<file path="config.mk">
export PLATFORM = sky130hd
export DESIGN_NAME = uart_txn_seq
export DESIGN_NICKNAME = d
export VERILOG_FILES = /design/src/rtl/uart_txn_seq.sv
export SDC_FILE = /design/constraint.sdc
export NUM_CORES = 1
export LEC_CHECK = 0
export BUFFER_PORTS_ARGS = -buffer_cell sky130_fd_sc_hd__buf_2
export CORE_MARGIN = 2
export CORE_UTILIZATION = 25
export CTS_CLUSTER_DIAMETER = 40
export DETAILED_ROUTE_END_ITERATION = 6
export HOLD_SLACK_MARGIN = 0.12
export SLEW_MARGIN = 10
export SYNTH_ARGS = -nofsm -noshare
export SYNTH_HDL_FRONTEND = slang
export SYNTH_SLANG_ARGS = --single-unit
</file>
<file path="constraint.sdc">
create_clock -name clk -period 4.3 [get_ports clk]
set_input_delay 0.215 -clock clk [delete_from_list [all_inputs] [get_ports clk]]
set_output_delay 0.215 -clock clk [all_outputs]
set_load 0.1 [all_outputs]
</file>
<file path="src/rtl/uart_txn_seq.sv">
// rtl/uart_txn_seq.sv - UART request/response transaction sequencer (send ADDR_BYTES, collect RESP_BYTES).
// Optional response timeout enabled by defining UART_TXN_SEQ_TIMEOUT_EN.
module uart_txn_seq #(
  parameter int ADDR_BYTES = 2,
  parameter int RESP_BYTES = 2,
  parameter int TIMEOUT    = 1000
) (
  input  logic                    clk,
  input  logic                    rst,
  input  logic                    start,
  input  logic [8*ADDR_BYTES-1:0] address,
  input  logic                    peer_rdy,
  output logic                    tx_en,
  output logic [7:0]              tx_data,
  input  logic                    tx_done,
  input  logic                    rx_done,
  input  logic [7:0]              rx_data,
  output logic                    busy,
  output logic                    done,
  output logic                    err,
  output logic [8*RESP_BYTES-1:0] d_out
);
  localparam int AW  = 8 * ADDR_BYTES;
  localparam int RW  = 8 * RESP_BYTES;
  localparam int TCW = $clog2(ADDR_BYTES + 1);
  localparam int RCW = $clog2(RESP_BYTES + 1);

  typedef enum logic [2:0] {IDLE, SEND, WAIT_TX, RECV, FINISH} state_t;

  state_t         state_q, state_d;
  logic [AW-1:0]  shift_q, shift_d;
  logic [TCW-1:0] tx_cnt_q, tx_cnt_d;
  logic [RCW-1:0] rx_cnt_q, rx_cnt_d;
  logic [RW-1:0]  shadow_q, shadow_d;
  logic [RW-1:0]  d_out_q, d_out_d;
  logic           busy_q, busy_d;
  logic           done_q, done_d;
`ifdef UART_TXN_SEQ_TIMEOUT_EN
  localparam int TMW = $clog2(TIMEOUT + 1);
  logic [TMW-1:0] tmo_q, tmo_d;
  logic           err_q, err_d;
`endif

  always_comb begin
    state_d  = state_q;
    shift_d  = shift_q;
    tx_cnt_d = tx_cnt_q;
    rx_cnt_d = rx_cnt_q;
    shadow_d = shadow_q;
    d_out_d  = d_out_q;
    busy_d   = busy_q;
    done_d   = 1'b0;
    tx_en    = 1'b0;
`ifdef UART_TXN_SEQ_TIMEOUT_EN
    tmo_d    = tmo_q;
    err_d    = err_q;
`endif
    case (state_q)
      IDLE: begin
        if (start) begin
          shift_d  = address;
          tx_cnt_d = '0;
          rx_cnt_d = '0;
          busy_d   = 1'b1;
`ifdef UART_TXN_SEQ_TIMEOUT_EN
          err_d    = 1'b0;
`endif
          state_d  = SEND;
        end
      end
      SEND: begin
        if (peer_rdy) begin
          tx_en   = 1'b1;
          state_d = WAIT_TX;
        end
      end
      WAIT_TX: begin
        // tx_done has priority; a coincident rx_done is simply not looked at here
        if (tx_done) begin
          shift_d  = shift_q << 8;
          tx_cnt_d = tx_cnt_q + TCW'(1);
          if (tx_cnt_q == TCW'(ADDR_BYTES - 1)) begin
            state_d = RECV;
`ifdef UART_TXN_SEQ_TIMEOUT_EN
            tmo_d   = '0;
`endif
          end else begin
            state_d = SEND;
          end
        end
      end
      RECV: begin
        if (rx_done) begin
          for (int i = 0; i < RESP_BYTES; i++) begin
            if (rx_cnt_q == RCW'(i)) shadow_d[RW-8-8*i +: 8] = rx_data;
          end
          rx_cnt_d = rx_cnt_q + RCW'(1);
`ifdef UART_TXN_SEQ_TIMEOUT_EN
          tmo_d    = '0;
`endif
          if (rx_cnt_q == RCW'(RESP_BYTES - 1)) state_d = FINISH;
        end
`ifdef UART_TXN_SEQ_TIMEOUT_EN
        else if (tmo_q == TMW'(TIMEOUT - 1)) begin
          // abandon the response; d_out keeps the last complete one
          done_d  = 1'b1;
          err_d   = 1'b1;
          busy_d  = 1'b0;
          state_d = IDLE;
        end else begin
          tmo_d = tmo_q + TMW'(1);
        end
`endif
      end
      FINISH: begin
        d_out_d = shadow_q;
        done_d  = 1'b1;
        busy_d  = 1'b0;
        state_d = IDLE;
      end
      default: state_d = IDLE;
    endcase
  end

  always_ff @(posedge clk) begin
    if (rst) begin
      state_q  <= IDLE;
      shift_q  <= '0;
      tx_cnt_q <= '0;
      rx_cnt_q <= '0;
      shadow_q <= '0;
      d_out_q  <= '0;
      busy_q   <= 1'b0;
      done_q   <= 1'b0;
`ifdef UART_TXN_SEQ_TIMEOUT_EN
      tmo_q    <= '0;
      err_q    <= 1'b0;
`endif
    end else begin
      state_q  <= state_d;
      shift_q  <= shift_d;
      tx_cnt_q <= tx_cnt_d;
      rx_cnt_q <= rx_cnt_d;
      shadow_q <= shadow_d;
      d_out_q  <= d_out_d;
      busy_q   <= busy_d;
      done_q   <= done_d;
`ifdef UART_TXN_SEQ_TIMEOUT_EN
      tmo_q    <= tmo_d;
      err_q    <= err_d;
`endif
    end
  end

  assign tx_data = shift_q[AW-1 -: 8];
  assign busy    = busy_q;
  assign done    = done_q;
  assign d_out   = d_out_q;
`ifdef UART_TXN_SEQ_TIMEOUT_EN
  assign err     = err_q;
`else
  assign err     = 1'b0;
`endif

endmodule

</file>
==> impl_results.md <==
- H-Tree Depth: 3
- Rel. slew slack: 31.9%
- P_leak: 1.21 nW
- CTS tree: built
- Synth Instances: about 270
- Multi-input logic area: approximately 1100 um2
- First-pass GRT wire length: between 8000 and 9000 um
- Clock slew at reported path FFs: 0.06 ns
- Hold path start: address[4]
- Setup bufs post-CTS: 0
- DPL Wire Length: 3700 um
- Critical path launch point type: flop
- Area contributors post-synth: dfxtp_1 47%, mux2i_1 11%, a21oi_1 7.4%
- RSZ-0062 raised after global routing: no
- Post-Syn Nets: ~300
- Flops & latches, synth: 57
- Antenna fix cells: 0
- FF+latch area: 1140 um2
- Max-capacitance violation count: 0
- Met2 usage: 15.1%
- CTS sink count: 57
- Least-Margin Pin Slew: between 1 and 1.5 ns
- Die area: 10600 um2
- Placed cell areas: around 2700 um2
- Total track usage: 10.5%
- Nets: 340
- Clk_skew: 0.00664 ns
- Detailed Routing Iterations Pass 1: 4
- Ratio of cells with drive above 1 in the final layout: 25.1%
- Met1 usage: 13.9%
- Die height: between 100 and 150 um
- Final Instance Area: 2890 um2
- Worst Reg-to-Reg Cells: 3
- Tmin final: 2.05 ns
- CTS buffer count: 9
- CTS Hold Buffers Added: 0
- Crit path capture type: flop
- Crit-path max FO: 13
- Post-route clock period utilization: 47.7%
- Final wirelength: 5330 um
- Vias in the first global route: 1781
- Largest net degree at the start of global routing: 67
- Chip Width: 103 um
- Initial antenna violation count: 0
- 1st-iter DRT viols: 88
- Core area: 9640 um2
- Area delta synth->final: 18.5%
- Clk buf depth: 2
- Reg2reg end: shift_q[8]
- Yosys warnings: 0
- Yosys cell types: 34
- Critical path's slowest cell: mux2i_1
- Top Ports: 58
- Worst hold endpoint: shift_q[4]
- Final worst setup slack: approximately 2.2 ns
- Worst reg2reg path startpoint: state_q[1]
- Critical-path cell list: mux2i_1 -> nor2_1 -> a211oi_1
- Share of the synthesized area in the top cell type: between 40% and 50%
- Clk root buf: clkbuf_8
- Routed length per instance: approximately 12 um
- Synthesized area: 2440 um2
- Dpl ws: 2.33 ns
- Min-Delay Path Depth: 3
- Setup TNS Final: 0 ns
- Initial core utilization: 25.3%
- Met3 global-route usage: 3.32%
- Cell row count: 36
- Post-Syn Area per Cell: approximately 9.1 um2
- Worst EP required: 4.54 ns
- Post-cts resize count: 0
- VDD IR max: ~110 uV
- Clk Latency, worst-skew pair: 0.33 ns
- Endpoints failing setup: 0
- Hold Vio Cnt, Final: 0
- RePlAce Congestion: 0.733
- Crit Path Class: reg2reg
- CP arrival: about 2.3 ns
- Area leader, netlist: dfxtp_1
- Crit. Startpoint: state_q[1]
- Util after Layout: 30.0%
- Post-DRT Antenna Nets: 0
- Top Usage Layer GRT: met2
- Port Buffers: 56
- Register area share after synthesis: 46.8%
- Vias: 1868
- Slew Viols, Final: 0
- Slowest cell delay on critical path: 0.74 ns
- Hold crit path type: in2reg
- FILL cells: between 1000 and 1500
- Status: complete, no violations
- DRC viols: 0
- Reg-to-reg setup timing slack: ~2.2 ns
- GR Overflow Total: 0
- Via density: 4.21
- Max Fclk: 0.488 GHz
- Cell Pwr Density: 410 nW/um2
==> kinds of logic (layout without fill, tap and decap cells) <==
| group | after synthesis | count (layout) | synth area share, % |
|---|---|---|---|
| xor+xnor | 1 | 1 | 0.359 |
| simple gates | 89 | 89 | 19.3 |
| mux | 27 | 27 | 11.1 |
| compound gates | 59 | 59 | 13.6 |
| buf+inv | 32 | 74 | 7.13 |
| fa+ha+maj | 3 | 3 | 1.54 |
| other cells | 1 | 1 | 0.154 |
| flops | 57 | 57 | 46.8 |
==> worst max path at each step <==
stage	slack (ns)	depth (start not counted)	end
after floorplan	1.20	3	tx_en
after global placement	2.40	3	shift_q[15]
after detailed placement	2.33	3	shift_q[9]
after CTS	2.27	3	shift_q[8]
after global routing	1.97	3	shift_q[8]
final	2.25	3	shift_q[8]
==> stage by stage <==
step                      std cells  total power [mW]  hold WS, ns
after global placement          429             0.773        0.441
after CTS                       444              1.20        0.124
after global routing            444              1.24        0.136
final                           444              1.19        0.133
after detailed placement        429             0.775        0.445
after floorplan                 269             0.750        0.355
==> Yosys cell counts, drive strengths merged <==
master	instances
or2	1
a211oi	9
a32oi	1
ha	3
mux2	1
buf	15
clkbuf	14
nor4b	1
or3b	4
xnor2	1
nor2	4
a311oi	1
a211o	1
conb	1
o21ai	10
nand3	1
a31oi	1
dfxtp	57
and4b	1
and2	1
inv	3
mux2i	26
or3	1
nor3b	2
nand3b	2
nand2b	27
and2b	1
nor3	1
a21oi	36
nand2	42
==> metal layers <==
layer,share of wire [%],wire length (um)
met2,45,2410
met1,48,2570
met4,1.6,85
met5,0,0
met3,5.0,268
==> final cells by class <==
cell class / count / area share, %
inverter: 3 / 0.389
sequential: 57 / 39.5
tap: 133 / 5.76
multi-input combinational: 180 / 39.1
timing repair buffer: 56 / 9.69
clock inverter: 4 / 0.692
clock buffer: 11 / 4.89
==> state kept, by name, indices dropped and copies added (netlist names) <==
name and flops:
busy 1, d_out 16, done 1, rx_cnt_q 2, shadow_q 16, shift_q 16
state_q 3, tx_cnt_q 2
==> where the power goes <==
part | leakage, nW | total, mW | internal [mW] | switching (mW)
Sequential | 0.463 | 0.565 | 0.548 | 0.0166
Clock | 0.0887 | 0.423 | 0.217 | 0.205
Combinational | 0.655 | 0.198 | 0.0520 | 0.146
==> cells in the final DEF (no fill, tap or decap), drive strengths merged, types with 9 or more instances in the layout <==
cell | synthesis | routed
a211oi | 9 | 9
nand2 | 42 | 42
mux2i | 26 | 26
clkbuf | 14 | 11
nand2b | 27 | 27
dfxtp | 57 | 57
a21oi | 36 | 36
buf | 15 | 56
o21ai | 10 | 10
==> critical path, delay by kind of cell (launching register included) <==
| kind | cells | cell delay [ns] |
|---|---|---|
| compound gates | 1 | 0.29 |
| flops | 1 | 0.59 |
| mux | 1 | 0.74 |
| simple gates | 1 | 0.32 |
Power figures use the tool's default switching activity.
